File: src/rtl/wb_pkg.sv
// Shared types for the register-file writeback path.
package wb_pkg;

  localparam int REG_IDX_W  = 5;
  localparam int WB_XLEN    = 32;
  localparam int WB_NUM_SRC = 3;

  typedef struct packed {
    logic [REG_IDX_W-1:0] rd;
    logic [WB_XLEN-1:0]   data;
  } wb_req_t;

  typedef logic [WB_NUM_SRC-1:0] src_mask_t;

  function automatic int next_idx(input int idx, input int n);
    return (idx + 1 == n) ? 0 : idx + 1;
  endfunction

endpackage

File: src/rtl/rr_arbiter.sv
// Combinational round-robin picker: first requester at or after ptr.
module rr_arbiter #(
  parameter int NUM_SRC = 3,
  parameter int PW      = $clog2(NUM_SRC)
) (
  input  logic [NUM_SRC-1:0] req,
  input  logic [PW-1:0]      ptr,
  output logic [NUM_SRC-1:0] grant,
  output logic [PW-1:0]      idx
);

  int j;

  // Walk from farthest to nearest so the slot closest to ptr wins.
  always_comb begin
    grant = '0;
    idx   = '0;
    j     = 0;
    for (int k = NUM_SRC - 1; k >= 0; k--) begin
      j = int'(ptr) + k;
      if (j >= NUM_SRC) j = j - NUM_SRC;
      if (req[j]) begin
        grant = NUM_SRC'(1) << j;
        idx   = PW'(j);
      end
    end
  end

endmodule

File: src/rtl/wb_arbiter.sv
// Writeback collector feeding the register file write port.
// Optional WB_FWD_EN exposes bypass outputs for the decode stage.
module wb_arbiter
  import wb_pkg::*;
#(
  parameter int NUM_SRC = WB_NUM_SRC,
  parameter int XLEN    = WB_XLEN
) (
  input  logic                                 clock,
  input  logic                                 reset,
  input  logic                                 flush,
  input  logic [NUM_SRC-1:0]                   src_valid,
  output logic [NUM_SRC-1:0]                   src_ready,
  input  logic [NUM_SRC-1:0][REG_IDX_W-1:0]    src_rd,
  input  logic [NUM_SRC-1:0][XLEN-1:0]         src_data,
  output logic [REG_IDX_W-1:0]                 addr_rd,
  output logic [XLEN-1:0]                      rd_data,
  output logic                                 wen
`ifdef WB_FWD_EN
  ,
  output logic                                 fwd_valid,
  output logic [REG_IDX_W-1:0]                 fwd_addr,
  output logic [XLEN-1:0]                      fwd_data,
  output logic [NUM_SRC-1:0]                   fwd_hit_mask
`endif
);

  localparam int PW = $clog2(NUM_SRC);

  typedef struct packed {
    logic [REG_IDX_W-1:0] rd;
    logic [XLEN-1:0]      data;
  } req_t;

  req_t               ent_q [NUM_SRC];
  logic [NUM_SRC-1:0] ent_vld;
  logic [PW-1:0]      ptr;
  logic [NUM_SRC-1:0] grant;
  logic [PW-1:0]      gnt_idx;
  logic               gnt_any;
  req_t               sel;

  rr_arbiter #(
    .NUM_SRC(NUM_SRC),
    .PW     (PW)
  ) u_rr (
    .req  (ent_vld),
    .ptr  (ptr),
    .grant(grant),
    .idx  (gnt_idx)
  );

  assign gnt_any = |grant;
  assign sel     = ent_q[gnt_idx];

  // Ready never looks at src_valid, so no valid->ready loop.
  assign src_ready = (!reset || flush) ? '0 : (~ent_vld | grant);

  always_ff @(posedge clock) begin
    if (!reset) begin
      ent_vld <= '0;
      ptr     <= '0;
      wen     <= 1'b0;
      addr_rd <= '0;
      rd_data <= '0;
      for (int i = 0; i < NUM_SRC; i++) ent_q[i] <= '0;
    end else if (flush) begin
      ent_vld <= '0;
      wen     <= 1'b0;
    end else begin
      for (int i = 0; i < NUM_SRC; i++) begin
        if (src_valid[i] && src_ready[i]) begin
          ent_vld[i] <= 1'b1;
          ent_q[i]   <= '{rd: src_rd[i], data: src_data[i]};
        end else if (grant[i]) begin
          ent_vld[i] <= 1'b0;
        end
      end
      if (gnt_any) begin
        ptr     <= PW'(next_idx(int'(gnt_idx), NUM_SRC));
        addr_rd <= sel.rd;
        rd_data <= sel.data;
        wen     <= (sel.rd != '0);
      end else begin
        wen <= 1'b0;
      end
    end
  end

`ifdef WB_FWD_EN
  assign fwd_valid = wen;
  assign fwd_addr  = addr_rd;
  assign fwd_data  = rd_data;
  for (genvar g = 0; g < NUM_SRC; g++) begin : g_hit
    assign fwd_hit_mask[g] = ent_vld[g] && (ent_q[g].rd != '0);
  end
`endif

endmodule

File: config.mk
export PLATFORM = sky130hd
export DESIGN_NAME = wb_arbiter
export DESIGN_NICKNAME = d
export VERILOG_FILES = /design/src/rtl/wb_pkg.sv /design/src/rtl/rr_arbiter.sv /design/src/rtl/wb_arbiter.sv
export SDC_FILE = /design/constraint.sdc
export NUM_CORES = 1
export LEC_CHECK = 0
export CORE_MARGIN = 8
export CORE_UTILIZATION = 55
export CTS_CLUSTER_SIZE = 20
export DETAILED_ROUTE_END_ITERATION = 16
export GPL_ROUTABILITY_DRIVEN = 0
export HOLD_SLACK_MARGIN = 0.1
export PLACE_DENSITY = 0.86
export REMOVE_ABC_BUFFERS = 1
export SYNTH_ARGS = -nofsm -noshare
export SYNTH_HDL_FRONTEND = slang
export SYNTH_SLANG_ARGS = --single-unit
File: constraint.sdc
create_clock -name clock -period 15.6 [get_ports clock]
set_clock_uncertainty 0.15 [all_clocks]
set_input_delay 4.68 -clock clock [delete_from_list [all_inputs] [get_ports clock]]
set_output_delay 4.68 -clock clock [all_outputs]
set_load 0.02 [all_outputs]
==> impl_metrics.env, run 1 <==
export IMPL_post_route_period_util_pct=72.22
export IMPL_viasPerCell=5.779
export IMPL_critPathMaxFanout=83
export IMPL_ys_ff_latch=154
export IMPL_ys_seq_area_share_pct=56.71
export IMPL_synthDominantCellAreaShare_pct=45.07
export IMPL_ys_types=43
export IMPL_critPathKind="primary input to output pin"
export IMPL_worstMarginPinSlew_ps=1197
export IMPL_drtIter0Drc=646
export IMPL_cts_buffer_depth=2
export IMPL_dp_hpwl_um=11050
export IMPL_slew_headroom_pct=20.22
export IMPL_setup_viol=0
export IMPL_cpPeakStageDelay_ps=630
export IMPL_critPathCapture="src_ready[1]"
export IMPL_worstPathRequired_ps=10770
export IMPL_wl_per_cell_um=17.62
export IMPL_grtUsageMet1_pct=23.75
export IMPL_postRouteWirelength_um=18040
export IMPL_clkTransAtPathRegs_ps=60
export IMPL_r2r_slack_ps=11930
export IMPL_yosys_area_top_type="edfxtp_1"
export IMPL_cts_resized=0
export IMPL_status="completed"
export IMPL_drc=0
export IMPL_timing_rr_start="ptr[0]$_SDFFE_PN0P_"
export IMPL_end_kind="output pin"
export IMPL_hold_class="flop to flop"
export IMPL_port_buffers=157
export IMPL_worstSkewPairLatency_ps=410
export IMPL_met3_usage_pct=5.030
export IMPL_fin_total_pwr_mw=1.031
export IMPL_rsz0062_at_grt="false"
export IMPL_cp_slowest_cell="clkdlybuf4s50_1"
export IMPL_reg2reg_to="ent_q[0][19]$_SDFFCE_PN0P_"
export IMPL_antenna_cells=0
export IMPL_ff2ff_path_depth=10
export IMPL_startpoint_type="primary input"
export IMPL_syn_area_um2=7396
export IMPL_grt_overflow=0
export IMPL_hold_viol_final=0
export IMPL_grt_pass1_wl_um=29060
export IMPL_netlist_top_cells_area="edfxtp_1 45%, dfxtp_1 12%, nand2_1 8.0%"
export IMPL_drt_pass1_iter_count=7
export IMPL_placeableCoreArea_um2=13190
export IMPL_htreeDepth=4
export IMPL_drv_cap=0
export IMPL_grtUsageMet2_pct=35.84
export IMPL_die_height_um=132.0
export IMPL_cts_root_buf="clkbuf_16"
export IMPL_fmax_mhz=88.76
export IMPL_die_area_um2=17410
export IMPL_synthToLayoutAreaGrowth_pct=28.64
export IMPL_arrival_ps=6440
export IMPL_startpoint="reset"
export IMPL_yosysWarnings=0
export IMPL_grt_busiest_layer="met2"
export IMPL_drive_gt1_share_pct=6.132
export IMPL_rows=42
export IMPL_tns_ps=0
export IMPL_antenna_left=0
export IMPL_nNetsFinal=956
export IMPL_power_density_nw_per_um2=108.4
export IMPL_fp_dieW_um=132.0
export IMPL_numCtsBuffers=17
export IMPL_start_util_pct=56.07
export IMPL_antenna_found_initial=0
export IMPL_cts_hold_buf=0
export IMPL_first_global_vias=5992
export IMPL_period_minus_slack_ps=11270
export IMPL_vias=5918
export IMPL_grt_start_max_net_pins=115
export IMPL_grt_total_usage_pct=20.46
export IMPL_cts_tree="done"
export IMPL_p_leak_nw=3.605
export IMPL_cts_num_sinks=154
export IMPL_avgSynthCellArea_um2=10.23
export IMPL_pin_count=158
export IMPL_netlist_instances=723
export IMPL_slew_viol_final=0
export IMPL_cts_setup_buffers=0
export IMPL_ir_worst_vdd_uv=64.10
export IMPL_crit_chain="buf_2 > buf_4 > nand2b_1 > a21oi_1 > clkdlybuf4s50_1"
## report_power, final
group	total (mW)	internal, mW	switching, mW
sequential	0.480	0.470	0.0103
combinational	0.154	0.0702	0.0841
clock	0.397	0.239	0.158
## sequential cells by signal (all words and copies together) (netlist names)
name,count
ent_vld,3
rd_data,32
addr_rd,5
wen,1
ent_q,111
ptr,2
## critical path: cells and delay by family
kind,cells,cell delay [ps]
AOI/OAI and AO/OA,1,180
buffers and inverters,3,1300
and+or+nand+nor,1,260
## how the worst min path moves through the flow
stage | start | endpoint | slack [ps] | cells after the start
2_1_floorplan | ptr[1]$_SDFFE_PN0P_ | ptr[1]$_SDFFE_PN0P_ | 320 | 2
3_3_place_gp | rd_data[15]$_SDFFE_PN0P_ | rd_data[15]$_SDFFE_PN0P_ | 290 | 2
3_5_place_dp | addr_rd[2]$_SDFFE_PN0P_ | addr_rd[2]$_SDFFE_PN0P_ | 300 | 2
4_1_cts | addr_rd[2]$_SDFFE_PN0P_ | addr_rd[2]$_SDFFE_PN0P_ | 310 | 2
5_1_grt | rd_data[12]$_SDFFE_PN0P_ | rd_data[12]$_SDFFE_PN0P_ | 340 | 2
6_report | addr_rd[2]$_SDFFE_PN0P_ | addr_rd[2]$_SDFFE_PN0P_ | 310 | 2
## placed cells by master, fill, tap and decap left out, drive strengths merged, types with 3 or more instances in the layout
master	n
a21oi	116
a22o	36
a31o	4
and2	4
buf	9
clkbuf	21
clkdlybuf4s50	156
clkinv	4
clkinvlp	4
dfxtp	43
edfxtp	111
ha	4
inv	10
mux2i	45
nand2	157
nand2b	7
nand3	3
nor2	7
nor2b	3
nor3b	38
o21ai	40
## per-layer routing
metal | part of all wire (%) | up-vias
met1 | 40 | 2801
met2 | 51 | 271
met5 | 0 | -
met4 | 2.0 | 0
li1 | - | 2811
met3 | 7.1 | 35
## cell usage after synthesis, drive strengths merged
cell type	instances
o22ai	1
edfxtp	111
o211ai	1
a2111oi	1
a22oi	1
a221oi	1
or2	2
inv	9
clkbuf	34
nor2	7
nand2	157
o31a	1
a31o	4
a41oi	1
a22o	36
or3b	1
nor3	2
xor2	1
a211oi	1
dfxtp	43
o311ai	2
o21a	2
nor2b	3
nor3b	38
mux2	2
mux2i	45
buf	38
a21bo	2
a21oi	116
a21boi	1
ha	4
o21ai	40
nand3	3
nand2b	7
nand3b	1
and2	4
## final cells by class
| type | count | area [µm²] |
|---|---|---|
| tap | 176 | 220.2 |
| inverter | 9 | 33.78 |
| timing repair buffer | 165 | 1627 |
| clock inverter | 11 | 122.6 |
| multi-input combinational | 488 | 2867 |
| sequential | 154 | 4194 |
| clock buffer | 21 | 450.4 |
| fill | 918 | 3676 |
## metrics by stage
step / hold slack [ps] / cells / utilization (%) / setup WS (ps) / cell area, µm²
after floorplan: 320.9 / 651 / - / 1878 / 7057
after global placement: 294.8 / 992 / 67.79 / 4384 / 8941
after detailed placement: 304.8 / 992 / 67.79 / 4305 / 8941
after CTS: 313.1 / 1024 / 72.13 / 4296 / 9514
after global routing: 340.6 / 1024 / 72.13 / 4184 / 9514
final: 311.0 / 1024 / 72.13 / 4334 / 9514
## logic make-up (layout without fill, tap and decap cells)
family | after synthesis | after routing | share of synthesized area [%]
DFF | 154 | 154 | 56.71
buffers and inverters | 81 | 206 | 5.041
and+or+nand+nor | 225 | 225 | 14.09
muxes | 47 | 47 | 6.395
AOI/OAI and AO/OA | 211 | 211 | 16.97
adders and majority gates | 4 | 4 | 0.6767
xor gates and xnor gates | 1 | 1 | 0.1184
(Power assumes the default switching activity.)
==> run 2: changes to the inputs <==
CORE_UTILIZATION = 46   (was 55)
PLACE_DENSITY = 0.77   (was 0.86)
clock period = 10.3 ns   (was 15.6 ns; I/O delays follow)
==> run 2 against run 1 <==
  * Power rose by 61%
  * Final area rose by 1.8%
  * Worst setup slack got worse by 2000 ps
  * Critical path type unchanged
  * Global-route usage shrank 3.0 points
  * Register-to-register slack got worse by 5300 ps
  * Flip-flop and latch count did not move
  * Largest power group unchanged
==> impl_metrics.env, run 2 (same netlist as run 1, synthesis figures left out) <==
export IMPL_status="completed"
export IMPL_power_density_nw_per_um2=171.3
export IMPL_rows=46
export IMPL_drive_gt1_share_pct=6.478
export IMPL_switchingPower_uw=389.8
export IMPL_port_buffers=157
export IMPL_die_height_um=142.8
export IMPL_antenna_cells=0
export IMPL_fin_total_pwr_mw=1.660
export IMPL_ir_worst_vdd_uv=111.4
export IMPL_antenna_left=0
export IMPL_final_cells=1065
export IMPL_worstMarginPinSlew_ps=1149
export IMPL_end_kind="output pin"
export IMPL_die_area_um2=20390
export IMPL_seqPwrFrac_pct=43.7
export IMPL_start_util_pct=46.73
export IMPL_wl_per_cell_um=16.74
export IMPL_timing_rr_start="ptr[0]$_SDFFE_PN0P_"
export IMPL_hold_start="rd_data[19]$_SDFFE_PN0P_"
export IMPL_drc=0
export IMPL_ff2ff_path_depth=10
export IMPL_critPathMaxFanout=5
export IMPL_grt_pass1_wl_um=27970
export IMPL_period_minus_slack_ps=7945
export IMPL_hold_viol_final=0
export IMPL_drt_pass1_iter_count=5
export IMPL_clkTransAtPathRegs_ps=60
export IMPL_rsz0062_at_grt="false"
export IMPL_fillers=1326
export IMPL_swShare_pct=23.48
export IMPL_cts_hold_buf=0
export IMPL_slew_viol_final=0
export IMPL_final_common_cell="clkdlybuf4s50_1"
export IMPL_wirelength_met1_um=7408
export IMPL_post_route_period_util_pct=77.13
export IMPL_cts_num_sinks=154
export IMPL_cts_resized=0
export IMPL_nNetsFinal=957
export IMPL_final_cell_mix="156 x clkdlybuf4s50_1, 155 x nand2_1, 116 x a21oi_1, 111 x edfxtp_1, 45 x mux2i_1"
export IMPL_cts_root_buf="clkbuf_16"
export IMPL_p_leak_nw=3.674
export IMPL_antenna_found_initial=0
export IMPL_place_inst=1033
export IMPL_hold_class="flop to flop"
export IMPL_cts_buffer_depth=2
export IMPL_p_int_mw=1.270
export IMPL_worstHoldPathCells=2
export IMPL_numCtsBuffers=17
export IMPL_drv_cap=0
export IMPL_clkPwrFrac_pct=42.3
export IMPL_route_met3_wl_um=966
export IMPL_critPathKind="primary input to output pin"
export IMPL_largest_reg_flops=111
export IMPL_pwr_share_comb_pct=14.0
export IMPL_met2WireLength_um=8978
export IMPL_reg2reg_to="ent_q[0][16]$_SDFFCE_PN0P_"
export IMPL_r2r_slack_ps=6620
export IMPL_arrival_ps=4700
export IMPL_setup_viol=0
export IMPL_htreeDepth=4
export IMPL_fp_dieW_um=142.8
export IMPL_grt_total_usage_pct=17.45
export IMPL_postRouteWirelength_um=17830
export IMPL_startpoint_type="primary input"
export IMPL_synthToLayoutAreaGrowth_pct=30.99
export IMPL_viasPerCell=5.254
export IMPL_pin_count=158
export IMPL_largestRegisters="ent_q: 111 flops, rd_data: 32 flops, addr_rd: 5 flops"
export IMPL_fmax_mhz=125.9
export IMPL_vias=5596
export IMPL_grt_start_max_net_pins=113
export IMPL_slew_headroom_pct=23.41
export IMPL_first_global_vias=5460
export IMPL_fin_util_pct=61.21
export IMPL_drtIter0Drc=326
export IMPL_dp_hpwl_um=11150
export IMPL_worstSkewPairLatency_ps=410
export IMPL_placeableCoreArea_um2=15830
export IMPL_largest_register="ent_q"
export IMPL_worstPathRequired_ps=7060
export IMPL_cts_setup_buffers=0
export IMPL_cts_tree="done"
export IMPL_grt_overflow=0
export IMPL_hold_end="rd_data[19]$_SDFFE_PN0P_"
export IMPL_dr_max_layer_used="met4"
## run 2: cell count changes in the layout (fill, tap and decap cells not counted), sizes merged
cell	previous run	this run
clkinvlp	4	1
buf	9	10
inv	10	11
bufinv	2	4
## run 2: stage by stage
stage / TNS, ps / cell area [µm²] / hold slack, ps / setup WS [ps]
floorplan: -242.3 / 7057 / 320.9 / -242.3
global placement: 0 / 9007 / 294.1 / 2398
CTS: 0 / 9688 / 313.2 / 2344
global route: 0 / 9688 / 332.6 / 2304
detailed placement: 0 / 9007 / 304.4 / 2354
finish: 0 / 9688 / 307.8 / 2355
## run 2: power groups by stage
stage	Clock, mW	Sequential [mW]	Combinational (mW)
2_1_floorplan	0	0.747	0.118
3_3_place_gp	0	0.736	0.231
3_5_place_dp	0	0.739	0.234
4_1_cts	0.713	0.726	0.235
5_1_grt	0.736	0.730	0.254
6_report	0.703	0.725	0.232
## run 2: how the worst max path moves through the flow
stage / startpoint / endpoint / depth (start not counted)
after global routing: flush / src_ready[1] / 4
final: flush / src_ready[1] / 4
after CTS: flush / src_ready[1] / 4
after detailed placement: flush / src_ready[1] / 4
after floorplan: flush / src_ready[2] / 2
after global placement: flush / src_ready[1] / 4
## run 2: layout make-up
cell class | instances | area, µm² | share of cell area (%)
Clock buffer | 21 | 504.2 | 5.205
Clock inverter | 11 | 176.4 | 1.821
Inverter | 9 | 33.78 | 0.3487
Multi-Input combinational cell | 488 | 2875 | 29.68
Sequential cell | 154 | 4194 | 43.29
Tap cell | 216 | 270.3 | 2.790
Timing Repair Buffer | 166 | 1634 | 16.87
## run 2: layer usage
layer	track usage (%)	vias to the layer above
li1	-	2809
met1	20.53	2606
met2	29.78	152
met3	4.107	29
met4	7.718	0
met5	0	-
## run 2: worst max-delay path: stages
cell	delay (ps)
clkdlybuf4s50_1	550
nand2b_1	290
a21oi_1	150
clkdlybuf4s50_1	620
==> variant 1: new RTL, settings of run 2 <==
`WB_XLEN`: 32 -> 64.
--- a/src/rtl/wb_pkg.sv
+++ b/src/rtl/wb_pkg.sv
@@ -2,7 +2,7 @@
 package wb_pkg;
 
   localparam int REG_IDX_W  = 5;
-  localparam int WB_XLEN    = 32;
+  localparam int WB_XLEN    = 64;
   localparam int WB_NUM_SRC = 3;
 
   typedef struct packed {
Interface: changed (resized rd_data and src_data); port bits go from 158 to 286. The function was not compared with the original's and may differ.
==> variant 1 against run 2 <==
  * Worst setup slack worse by 0.10 ns
  * Utilization up 0.54 points
  * Cell count up 45%
  * Sequential cell count up 128
  * Die area up 54%
  * Final area up 64%
  * Synthesized area up 61%
  * Worst hold slack better by 0.035 ns
  * Wire length up 72%
  * Total power up 67%
==> variant 1: results (changes against run 2) <==
Outcome
  • Status: complete, no violations

Logic synthesis
  • Compound-Gate Fraction of Synth Area: 12.3% (-4.7 points)
  • Post-Synth XOR/XNOR Area: 0.0734% (-0.045 points)
  • Post-synthesis cell count: 927 (+28%)
  • Largest cells by area after synthesis: edfxtp_1 (52%), dfxtp_1 (13%), and2_1 (11%)
  • Top post-synthesis cells by count: and2_1 (210), edfxtp_1 (207), dfxtp_1 (75)
  • Adder-cell area share of the yosys netlist: 0.420% (-0.26 points)
  • EDFF count, synth: 207 (+86%)
  • Post-synthesis register bit count: 282 (+83%)
  • Synth cell types: 49 (+14%)
  • Post-synthesis sequential area ratio: 64.7% (+8.0 points)

Final layout
  • Multi-input logic area: 3850 um2 (+34%)
  • Reg area: 7720 um2 (+84%)
  • Ant diodes: 0 (unchanged)
  • Final nets: 1400 (+46%)
  • NonClk Buf Share: 18.5% (+1.7 points)
  • Buffers, non-clock: 298 (+80%)
  • Layout clock buffer count: 43 (+100%)
  • Non-clock inverter count in the final layout: 7 (-2)
  • Comb_multi_in: 565 (+16%)
  • Synth-to-layout area growth: 33.4%
  • Top Registers: ent_q (207), rd_data (64), addr_rd (5)
  • Clock buf/inv share: 5.95% (-1.1 points)
  • Layout cells sized above 1: 7.72% (+1.2 points)

Critical path
  • Reg2Reg Depth: 11 (+1)
  • Register-to-register setup slack: 5.99 ns (-0.63 ns)
  • CP Max Fanout: 8 (+3)
  • R2r endpoint: ent_q[0][58]$_SDFFCE_PN0P_
  • Crit path arrival time: 4.81 ns (+0.11 ns)

STA
  • Worst-Margin Slew: 1.10 ns (-0.0456 ns)
  • Hold WS: 0.343 ns (+0.0348 ns)

Power
  • Power share of the sequential group: 48.8% (+5.1 points)
  • Peak supply drop: 116 uV (+3.7%)
  • Logic pwr share: 14.2% (+0.2 points)
  • Int Power: 2.12 mW (+67%)
  • Psw: 0.653 mW (+67%)
  • Leakage: 6.46 nW (+76%)

Clock network
  • CTS Buf Count: 29 (+12)
  • Htree depth: 1 (-3)
  • Clk buf depth: 3 (+1)
  • Clock-pin slew on the worst setup and hold paths: 0.07 ns
  • Worst skew pair latency: 0.53 ns (+0.12 ns)

Detailed routing
  • Final WL: 30700 um (+72%)
  • Vias post-DR: 8107 (+45%)
  • DRT iter0 DRCs: 454 (+39%)

Global routing
  • Largest net degree at the start of global routing: 117 (+3.5%)
  • GRT Overall Usage: 19.0% (+1.5 points)

Worst hold path
  • Hold path endpoint: ptr[1]$_SDFFE_PN0P_
  • Hold Crit Class: reg2reg
  • Min-delay src: ptr[1]$_SDFFE_PN0P_

Placed design
  • Placed Cells: 1487 (+44%)
  • Dpl cell area: 15000 um2 (+66%)

Floorplan
  • Width of the chip: 177 um (+24%)
-- variant 1: changes by cell type in the layout (fill, tap and decap cells not counted), moves of 25 or more --
cell / delta
a21oi_1: -111
a22o_1: -35
a22oi_1: +66
and2_1: +205
clkdlybuf4s50_1: +128
dfxtp_1: +32
edfxtp_1: +96
mux2i_1: -40
nand2_1: -81
nand3_1: +44
nor3b_1: -38
o211a_1: +69
o21ai_0: -25
-- variant 1: metal layers --
metal  global-route usage, %  part of all wire (%)
met1                    23.2                    40
met2                    33.2                    51
met3                    4.33                   6.9
met4                    4.80                   2.0
met5                       0                     0
-- variant 1: cell families (layout without fill, tap and decap cells) --
family | Yosys count | in the layout
compound gates | 172 | 172
simple gates | 380 | 380
xor+xnor | 1 | 1
fa+ha+maj | 4 | 4
mux | 8 | 8
flops | 282 | 282
buf+inv | 80 | 358
==> variant 2: new RTL, config.mk and constraints of run 2 <==
Without the edit above. Reset style: asynchronous (`reset`), changed in one clocked block.
--- a/src/rtl/wb_arbiter.sv
+++ b/src/rtl/wb_arbiter.sv
@@ -56,7 +56,7 @@
   // Ready never looks at src_valid, so no valid->ready loop.
   assign src_ready = (!reset || flush) ? '0 : (~ent_vld | grant);
 
-  always_ff @(posedge clock) begin
+  always_ff @(posedge clock or negedge reset) begin
     if (!reset) begin
       ent_vld <= '0;
       ptr     <= '0;
Formal check against the unedited RTL: differs if reset is asserted again (counterexample within 4 cycles, from zero or initial values and one cycle with reset low); with reset held inactive, the same outputs for 4 cycles.
==> variant 2 against run 2 <==
  * Global-route usage up 0.26 points
  * Sequential cell count stayed put
  * Synthesized area decreased by 2.7%
  * Worst setup slack worse by 0.14 ns
  * Register-to-register slack improved by 0.13 ns
  * Wire length down 4.0%
  * Synthesized cell count down 29%
  * Final area decreased by 2.1%
  * Critical path type unchanged
Power is not compared: it rests on default switching activity, and its combinational part moved more than twofold at a synthesized area within 25%.
==> variant 2: results (changes against run 2) <==
Placed design
  • Buffers on Ports: 157 (unchanged)
  • Hpwl dp: 11700 um (+5.3%)

Clock network
  • Htree depth: 4 (unchanged)
  • Worst skew pair latency: 0.42 ns
  • CTS resizes: 0 (unchanged)
  • Clock Root Buffer: clkbuf_16
  • CTS Buf Count: 17 (unchanged)
  • Clock-pin slew on the worst setup and hold paths: 0.06 ns (about the same)
  • Clk buf depth: 2 (unchanged)
  • Post-CTS setup buffers: 0 (unchanged)

STA
  • Hold WS: 0.341 ns (+0.0334 ns)
  • Slew Viols, Final: 0 (unchanged)
  • Setup ws final: 2.22 ns (-0.139 ns)
  • Worst-Margin Slew: 0.897 ns (-0.252 ns)

Outcome
  • Status: complete, no violations

Detailed routing
  • Vias per cell: 5.20 (-1.1%)
  • Iteration count of the initial detailed-routing pass: 6 (+1)
  • DR WL/cell: 19.2 um (+15%)
  • DRT iter0 DRCs: 203 (-38%)

Worst hold path
  • WHS Path Cells: 1 (-1)
  • Hold Crit Class: reg2reg

Logic synthesis
  • Top post-synthesis cells by count: dfrtp_1 (154), mux2_2 (75), mux2_1 (39), mux2_4 (39), nor2_1 (37)
  • Asr flop ratio synth: 100% (+100 points)
  • Largest cells by area after synthesis: dfrtp_1 (54%), mux2_2 (12%), mux2_4 (8.1%)
  • Ys Warns: 0 (unchanged)
  • Post-synthesis sequential area ratio: 53.6% (-3.2 points)
  • Synth cell types: 45 (+4.7%)

Critical path
  • CP Max Fanout: 6 (+1)
  • FF-to-FF Start: ptr[1]$_DFFE_PN0P_
  • Worst Setup EP: src_ready[0]
  • Register-to-register setup slack: 6.75 ns (+0.13 ns)
  • Reg2Reg Depth: 9 (-1)
  • R2r endpoint: wen$_DFF_PN0_
  • Critical Path Start: flush
  • Crit path arrival time: 4.84 ns (+0.14 ns)

Power
  • Psw: 0.862 mW
  • Leakage: 3.99 nW
  • Peak supply drop: 152 uV

Final layout
  • Ant diodes: 0 (unchanged)
  • Fill cell count: 1160 (-13%)
  • Final nets: 788 (-18%)
  • Layout cells sized above 1: 24.9% (+18 points)
  • Top Registers: ent_q (111), rd_data (32), addr_rd (5)

Global routing
  • GRT Overall Usage: 17.7% (+0.26 points)
  • First-pass GRT wire length: 27700 um (-0.86%)
  • Number of global-route vias before repair: 4994 (-8.5%)
  • Initial antenna violation count: 0 (unchanged)
  • Largest net degree at the start of global routing: 72 (-36%)
-- variant 2: cell types whose count changed after synthesis, sizes merged, moves of 10 or more --
cell	delta
mux2	+151
buf	-10
a21oi	-79
clkbuf	-31
o21ai	-34
dfxtp	-43
dfrtp	+154
nor2	+30
nand2	-152
a22o	-36
edfxtp	-111
nor3b	-38
-- variant 2: power by group through the flow --
stage	Clock (mW)	Combinational, mW	Sequential (mW)
CTS	0.669	1.09	0.963
detailed placement	0	1.08	0.970
global placement	0	1.06	0.957
floorplan	0	0.652	1.03
finish	0.657	1.08	0.962
global route	0.696	1.16	0.990
-- variant 2: per-stage QoR --
stage,power [mW],instances,utilization (%),cell area (um2)
4_1_cts,2.72,891,62.2,9480
2_1_floorplan,1.68,482,-,6930
5_1_grt,2.85,891,62.2,9480
3_3_place_gp,2.01,859,58.0,8850
3_5_place_dp,2.05,859,58.0,8850
6_report,2.70,891,62.2,9480
-- variant 2: worst min-delay path by stage --
stage	start	endpoint
final	ent_q[95]$_DFFE_PN0P_	ent_q[95]$_DFFE_PN0P_
after global placement	ent_q[108]$_DFFE_PN0P_	ent_q[108]$_DFFE_PN0P_
after detailed placement	ent_q[108]$_DFFE_PN0P_	ent_q[108]$_DFFE_PN0P_
after CTS	ent_q[95]$_DFFE_PN0P_	ent_q[95]$_DFFE_PN0P_
after global routing	ent_q[19]$_DFFE_PN0P_	ent_q[19]$_DFFE_PN0P_
after floorplan	ent_q[108]$_DFFE_PN0P_	ent_q[108]$_DFFE_PN0P_
-- variant 2: final cells by class --
class	instances	area [um2]	share of cell area (%)
clock buffers	20	467	4.92
multi-input cells	321	3070	32.4
flip-flops and latches	154	3850	40.6
well taps	211	264	2.78
repair buffers	166	1640	17.3
inverters	7	26.3	0.277
clock inverters	12	164	1.73
-- variant 2: logic make-up (layout without fill, tap and decap cells) --
kind of cell / Yosys count / count (layout) / share of synthesized area (%)
fa+ha+maj: 4 / 4 / 0.696
simple gates: 61 / 61 / 3.90
buf+inv: 38 / 205 / 4.05
mux: 190 / 190 / 31.4
flops: 154 / 154 / 53.6
compound gates: 66 / 66 / 6.45
-- variant 2: metal layers --
metal	global-route usage [%]	share of wire [%]
met4	4.07	0.79
met1	21.8	44
met3	5.54	5.0
met2	29.8	50
met5	0	0
-- variant 2: worst max-delay path, stage by stage --
cell and delay, ns:
clkdlybuf4s50_1 0.52, nor2b_1 0.38, a21boi_0 0.22, clkdlybuf4s50_1 0.63
